`src/rtl/genius_pkg.sv`:
```
// Shared definitions for the colour-sequence game: colour codes, checker state encoding
// and a one-hot helper used by the press front end.
package genius_pkg;

    localparam logic [3:0] COLOR_GREEN  = 4'b0001;
    localparam logic [3:0] COLOR_RED    = 4'b0010;
    localparam logic [3:0] COLOR_YELLOW = 4'b0100;
    localparam logic [3:0] COLOR_BLUE   = 4'b1000;

    typedef enum logic [2:0] {
        CHK_IDLE         = 3'd0,
        CHK_WAIT_PRESS   = 3'd1,
        CHK_WAIT_RELEASE = 3'd2,
        CHK_DONE         = 3'd3,
        CHK_FAIL         = 3'd4
    } chk_state_e;

    // True when exactly one bit of v is set; callers zero-extend narrower vectors.
    function automatic logic is_onehot(input logic [31:0] v);
        return (v != 32'd0) && ((v & (v - 32'd1)) == 32'd0);
    endfunction

endpackage

```
`src/rtl/seq_input_checker_press_detect.sv`:
```
// Button front end: registers the synchronised levels and decodes press edge,
// one-hot validity and the all-released condition.
module press_detect
    import genius_pkg::*;
#(
    parameter int COLOR_W = 4
) (
    input  logic               clk,
    input  logic               rst_n,
    input  logic [COLOR_W-1:0] i_btn,
    output logic               o_press_edge,
    output logic               o_onehot,
    output logic               o_released
);

    localparam logic [COLOR_W-1:0] NONE = {COLOR_W{1'b0}};

    logic [COLOR_W-1:0] r_btn_q;

    // One-cycle delayed copy of the button levels
    always_ff @(posedge clk or negedge rst_n) begin
        if (!rst_n) begin
            r_btn_q <= NONE;
        end else begin
            r_btn_q <= i_btn;
        end
    end

    // A press only counts when coming from all-released, so a held button never re-triggers
    always_comb begin
        o_press_edge = (r_btn_q == NONE) && (i_btn != NONE);
        o_onehot     = is_onehot(32'(i_btn));
        o_released   = (i_btn == NONE);
    end

endmodule

```
`config.mk`:
```
export PLATFORM = sky130hd
export DESIGN_NAME = press_detect
export DESIGN_NICKNAME = d
export VERILOG_FILES = /design/src/rtl/genius_pkg.sv /design/src/rtl/seq_input_checker_press_detect.sv
export SDC_FILE = /design/constraint.sdc
export NUM_CORES = 1
export LEC_CHECK = 0
export CAP_MARGIN = 15
export CORE_AREA = 2 2 39 41
export DETAILED_ROUTE_END_ITERATION = 10
export DIE_AREA = 0 0 41 43
export PLACE_DENSITY_LB_ADDON = 0.08
export RECOVER_POWER = 25
export SYNTH_ARGS = -nofsm -noshare
export SYNTH_HDL_FRONTEND = slang
export SYNTH_SLANG_ARGS = --single-unit
```
`constraint.sdc`:
```
create_clock -name clk -period 2.8 [get_ports clk]
set_input_delay 0.56 -clock clk [delete_from_list [all_inputs] [get_ports clk]]
set_output_delay 0.56 -clock clk [all_outputs]
set_load 0.03 [all_outputs]
```
==> results of run 1 <==
power by group through the flow:
| stage | combinational, mW | clock [mW] | sequential [mW] |
|---|---|---|---|
| 2_1_floorplan | 0.00839 | 0 | 0.0621 |
| 3_3_place_gp | 0.0235 | 0 | 0.0625 |
| 3_5_place_dp | 0.0235 | 0 | 0.0624 |
| 4_1_cts | 0.0237 | 0.0723 | 0.0616 |
| 5_1_grt | 0.0246 | 0.0814 | 0.0618 |
| 6_report | 0.0231 | 0.0686 | 0.0616 |
repair_timing:
action | in CTS | in global routing
setup endpoints to repair | 0 | 2
resized for setup | 0 | 1
hold buffers | 0 | 0
through the flow:
step                      total power [mW]  cell area (um^2)  cells  setup WS (ps)  hold WS [ps]
after floorplan                     0.0705               156     12            203           264
after global placement              0.0860               256     36           29.3           774
after detailed placement            0.0859               256     36           23.0           772
after CTS                            0.158               279     39           15.9           527
after global routing                 0.168               282     39           4.98           595
final                                0.153               282     39           64.6           597
Yosys cell counts:
| cell | number | area, um^2 |
|---|---|---|
| a211o_1 | 1 | 8.76 |
| dfrtp_1 | 4 | 100 |
| nor2_1 | 2 | 7.51 |
| nor4_1 | 1 | 6.26 |
| nor4b_1 | 2 | 17.5 |
| or4_1 | 1 | 7.51 |
| xor2_1 | 1 | 8.76 |
path summary, 6_finish.rpt:
| check | from | to | slack, ps |
|---|---|---|---|
| hold / removal | rst_n | r_btn_q[1] | 600 |
| setup / recovery | i_btn[1] | o_onehot | 60 |
| max in group asynchronous | rst_n | r_btn_q[3] | 2040 |
| min in group clk | i_btn[1] | r_btn_q[1] | 900 |
cell type report:
| type | count | area, um^2 |
|---|---|---|
| fillers | 147 | 1100 |
| flip-flops and latches | 4 | 100 |
| repair buffers | 8 | 82.6 |
| multi-input cells | 8 | 56.3 |
| clock buffers | 3 | 22.5 |
| well taps | 16 | 20.0 |
per-layer routing:
| layer | up-vias | part of all wire [%] | track usage [%] | routed length, um |
|---|---|---|---|---|
| met4 | 0 | 0 | 10.0 | 0 |
| met1 | 57 | 40 | 5.50 | 137 |
| met5 | - | 0 | 0 | 0 |
| met2 | 6 | 51 | 5.31 | 175 |
| met3 | 0 | 8.2 | 3.14 | 28 |
| li1 | 69 | - | - | - |
kinds of logic after synthesis:
logic type / share of synthesized area (%)
xor gates and xnor gates: 5.60
DFF: 64.0
and+or+nand+nor: 24.8
AOI/OAI and AO/OA: 5.60
==> results, run 1 <==
- The flow ran to the end, and the final reports show no timing, DRC or antenna violations.
- STA puts the critical path data required time at between 2000 and 2500 ps.
- The number of primary I/O pins is 9.
- Counting buffers and inverters, the worst setup path is 4 cells deep.
- The total of max-cap violations is 0.
- The floorplan step defined a die boundary enclosing between 1500 and 2000 um^2.
- Among all stages on the critical path, the largest delay is contributed by clkdlybuf4s50_1.
- The repair_antennas step left the layout with diodes totalling 0.
- In this run the horizontal extent of the chip is 41 um.
- The number of pins with negative max-slew slack in the final report was 0.
- Cells fill ~20% of the core in the end.
- The cell type with the highest occurrence count on the critical path is clkdlybuf4s50_1.
- The register name with the most flops is r_btn_q.
- The CTS buffer count is 3.
- The number of buffers inserted by post-CTS setup repair is 0.
- The worst path in the final design needs a cycle of 2740 ps, including I/O delays and setup.
- The clock passes through at most 2 buffers.
- The clock net in this run drives a total of 4 sinks.
- STA classifies the critical path endpoint as an output pin.
- The post-synthesis net count is 18.
- The internal portion of the total power is 121 uW.
- For this design the total switching power over the nets is between 30 and 40 uW.
- Dividing the detail-routed via count by the number of cells gives approximately 3.4.
- The final critical path takes up a little over nine tenths of the cycle.
- By startpoint and endpoint, the worst setup path is classified as in -> out.
- Net switching is a little over a fifth of the power.
- The pin count of the biggest net entering global routing is 6.
- The largest registers in the layout are r_btn_q: 4 flops.
- The proportion of power drawn by flip-flops and latches is between 40% and 50%.
- The number of rows created at floorplan is 14.
- The core region is between 1000 and 1500 um^2.
- In the final routed layout, each cell accounts on average for ~8.7 um.
- For the final routed database, the setup TNS stands at 0 ps.
- The worst setup path is launched from an input pin.
- For this run, the detailed router's first-pass iteration total came to 2.
- The share of the Yosys chip area taken by registers is 64.0%.
- The stage delay of the slowest cell on the critical path is about 660 ps.
- The register with the most flip-flops in the layout has 4 of them.
- Along the worst path, the maximum fanout reaches 5.
- Once the floorplan was initialized, standard cells occupied 11.3% of the core.
- The actual transition at the worst max-transition pin is between 300 and 400 ps.
- The height of the chip is ~43 um.
- The mean cell area of the mapped netlist is approximately 13 um^2.
- The final number of hold-violating endpoints is 0.
- The global-route wire length before repair is 538 um.
- Setup repair after global routing left no endpoint under its margin.
- At the end of the flow, the number of nets in the layout was 31.
- For this run, design rule violations remaining after detail routing come to 0.
- IR analysis of the VDD net gives a maximum drop of about 0.086 mV.
- The post-route netlist has 13.0% of its cells at a drive strength greater than 1.
- In this run the static leakage power is roughly 0.13 nW.
- The total of buffers placed on input and output ports is 8.
- In this run the number of H-tree levels came out at 1.
- The arrival time reported for the critical path endpoint is approximately 2200 ps.
- The number of buffer and inverter stages on the critical path is 2.
- The final weighted congestion in routability-driven placement is ~0.58.
- The synthesized design contains 4 register bits.
- In the layout the commonest cells are clkdlybuf4s50_1, dfrtp_1, clkbuf_4, nor2_1, nor4b_1.
- The remaining antenna violation count is 0.
- The area added between synthesis and finish is 80.0%.
- The total vias in the final route is about 130.
- Headroom to the max-slew limit came out at 74.8%.
- The register clock-pin slew on the reported worst setup and hold paths is 40 ps.
- The fmax is roughly 370 MHz.
- The netlist area before placement is roughly 160 um^2.
- The final layout contains routed wiring with a total length of between 300 and 400 um.
- The final setup violation count is 0.
- Global routing finished with a remaining overflow of 0.
- The cell count after synthesis came out at 12.
- The share of power burned in the clock network is roughly 45%.
- The distinct cell type count after synthesis is 7.
- The buffer cell driving the clock tree root is clkbuf_4.
- Leaving out fill and tap cells, the most frequent cell in the layout is clkdlybuf4s50_1.
- The via count of the first global-routing pass is roughly 130.
- During synthesis, Yosys emitted a total of 0 warnings.
- The number of antenna violations at the first check in global routing was 0.
- The critical path's top delay family is buffers and inverters.
- The total global-route track usage is 5.53%.
- The share of total power in combinational logic is about 15%.
- TritonCTS built the clock tree.
- The critical path goes through clkdlybuf4s50_1 -> nor4b_1 -> a211o_1 -> clkdlybuf4s50_1.
- The tightest min-delay check is of the in -> async type.
- Dividing total power by cell area gives a power density of 545 nW/um^2.
- After the first detailed-routing iteration, the DRC count stood at 6.
(Power assumes the default switching activity.)
==> run 2: changes to the inputs <==
- SLEW_MARGIN: default -> 40
==> results of run 2 <==
Final layout, timing and power as in run 1 (identical DEF).
==> run 3: changes to the inputs <==
- CTS_BUF_LIST: default -> sky130_fd_sc_hd__clkbuf_8
==> results, run 3 (synthesis gave the netlist of run 1 again) <==
- The proportion of power drawn by flip-flops and latches is 30.5% (-9.7 points).
- The internal power component came to 164 uW (+36%).
- The number of antenna violations at the first check in global routing is 0 (unchanged).
- The per-cell via count in the routed design is 3.46 (+2.3%).
- In the final layout, the registers with the most flip-flops are r_btn_q: 4 flops.
- The initial DRC count is 5 (-1).
- The worst hold slack is 615 ps (+18.2 ps).
- The post-route minimum period is 2730 ps (-3.07 ps).
- The worst min-delay path class is in -> async.
- The total of buffers placed on input and output ports is 8 (unchanged).
- The final weighted congestion in routability-driven placement is 0.577 (unchanged).
- Traced cell by cell, the critical path runs through clkdlybuf4s50_1 -> nor4b_1 -> a211o_1 -> clkdlybuf4s50_1.
- The number of fill cells is 148 (+0.68%).
- The number of sinks driven by the clock tree is 4 (unchanged).
- The switching portion of total power is 18.8% (-2.5 points).
- The number of non-filler instances in the completed layout is 39 (unchanged).
- The total vias in the final route is 135 (+2.3%).
- The global-route wire length before repair came to 538 um (unchanged).
- The die width is 41 um (unchanged).
- The startpoint type of the worst setup path is an input pin.
- The final number of hold-violating endpoints is 0 (unchanged).
- The number of H-tree levels came to 1 (unchanged).
- The stage delay of the slowest cell on the critical path came to 660 ps (about the same).
- The register clock-pin slew on the reported worst setup and hold paths came to 30 ps (about the same).
- The cell count after placement is 36 (unchanged).
- The final routed wire length divided by cell count is 8.72 um (-0.29%).
- The cell type with the highest occurrence count on the critical path is clkdlybuf4s50_1.
- Among all stages on the critical path, the largest delay is contributed by clkdlybuf4s50_1.
- The net switching power was 38.1 uW (+17%).
- The number of DRC violations after detailed routing is 0 (unchanged).
- The power per cell area came to 674 nW/um^2 (+24%).
- The total global-route track usage is 5.53% (unchanged).
- The fraction of layout instances using a drive strength above 1 is 13.0% (unchanged).
- The final core utilization is 21.7% (+1.4 points).
- The worst supply voltage drop on vdd was 0.130 mV (+52%).
- The share of power burned in the clock network was 58.1% (+13 points).
- The area added between synthesis and finish is 92.0%.
- The height of the chip is 43 um (unchanged).
- CTS placed an instance of clkbuf_8 at the clock tree root.
- The flip-flop count of the largest register, all copies and words added is 4 (unchanged).
- The maximum fanout count along the critical path came to 5 (unchanged).
- The number of rows created at floorplan is 14 (unchanged).
- The via count of the first global-routing pass is 126 (unchanged).
- The worst slew margin relative to its limit is 74.9% (+0.080 points).
- The part of the cycle the worst path needs is 97.6% (-0.11 points).
- More flip-flops sit in one register than any other, and that register is r_btn_q.
- The CTS buffer count is 3 (unchanged).
- The most frequent standard cell in the layout excluding fill and tap cells is clkdlybuf4s50_1.
- The initial cell density of the core is 11.3% (unchanged).
- The required time of the critical path is 2240 ps (about the same).
- The number of pins with negative max-slew slack in the final report is 0 (unchanged).
- The arrival time reported for the critical path endpoint is 2170 ps (about the same).
- The static leakage is 0.138 nW (+6.0%).
- The final routed wirelength across all metal layers is 340 um (-0.29%).
- The number of primary I/O pins came to 9 (unchanged).
- The fmax came to 366 MHz (+0.11%).
- The total congestion overflow is 0 (unchanged).
- The die area came to 1760 um^2 (unchanged).
- The placeable core region is 1380 um^2 (unchanged).
- TritonCTS built the clock tree.
- The final setup violation count is 0 (unchanged).
- The kind of end point of the critical path is an output pin.
- The count of antenna diodes in the layout is 0 (unchanged).
- The remaining antenna violation count was 0 (unchanged).
- The deepest clock path buffer count is 2 (unchanged).
- Setup repair after global routing left no endpoint under its margin.
- The library cells used most frequently in the layout, excluding fill and tap cells, are clkdlybuf4s50_1, dfrtp_1, clkbuf_8, nor2_1, nor4b_1.
- The setup path with the least slack is of type in -> out.
- The run finished with clean final reports.
- The final layout net count is 31 (unchanged).
- The pin count of the biggest net entering global routing came to 6 (unchanged).
- The actual transition at the worst max-transition pin came to 373 ps (-1.19 ps).
- The sum of negative setup slack was 0 ps (unchanged).
- The share of total power in combinational logic is 11.4% (-3.7 points).
- The total of max-cap violations is 0 (unchanged).
- The number of iterations in the first detailed-routing pass is 2 (unchanged).
==> run 3: stage by stage <==
step | area [um^2] | power (mW) | worst slack, ps
after floorplan | 156 | 0.0705 | 203
after global placement | 256 | 0.0860 | 29.3
after detailed placement | 256 | 0.0859 | 23.0
after CTS | 298 | 0.207 | 15.9
after global routing | 300 | 0.216 | 4.98
final | 300 | 0.202 | 67.6
==> run 3: worst max-delay path, delay by kind of cell <==
family | cells | cell delay (ps)
AND/OR/NAND/NOR | 1 | 340
AO/OA/AOI/OAI | 1 | 140
buffers and inverters | 2 | 1140
==> run 3: cell type report <==
cell class | instances | area, um^2 | share of cell area [%]
clock buffer | 3 | 41.3 | 13.7
multi-input combinational | 8 | 56.3 | 18.8
sequential | 4 | 100 | 33.3
tap | 16 | 20.0 | 6.67
timing repair buffer | 8 | 82.6 | 27.5
==> run 3: worst paths after layout <==
check                              to      from  slack (ps)  depth (start not counted)
min in group clk           r_btn_q[1]  i_btn[1]         910                          1
max in group asynchronous  r_btn_q[3]     rst_n        2020                          1
worst max-delay path         o_onehot  i_btn[1]          70                          4
worst min-delay path       r_btn_q[1]     rst_n         620                          1
==> run 3: repair_timing <==
action	4_1_cts	5_1_grt
resized for setup	0	1
buffers inserted	0	0
hold buffers	0	0
endpoints found under the setup margin	0	2
==> run 3: metal layers <==
layer  track usage [%]  part of all wire, %  routed length, um
met5                 0                    0                  0
met4              10.0                    0                  0
met3              3.14                  9.7                 33
met2              5.31                   51                172
met1              5.50                   39                134
==> run 3: power groups by stage <==
stage / logic (mW) / clock network [mW] / registers, mW
after floorplan: 0.00839 / 0 / 0.0621
after global placement: 0.0235 / 0 / 0.0625
after detailed placement: 0.0235 / 0 / 0.0624
after CTS: 0.0237 / 0.121 / 0.0617
after global routing: 0.0246 / 0.129 / 0.0620
final: 0.0230 / 0.118 / 0.0617
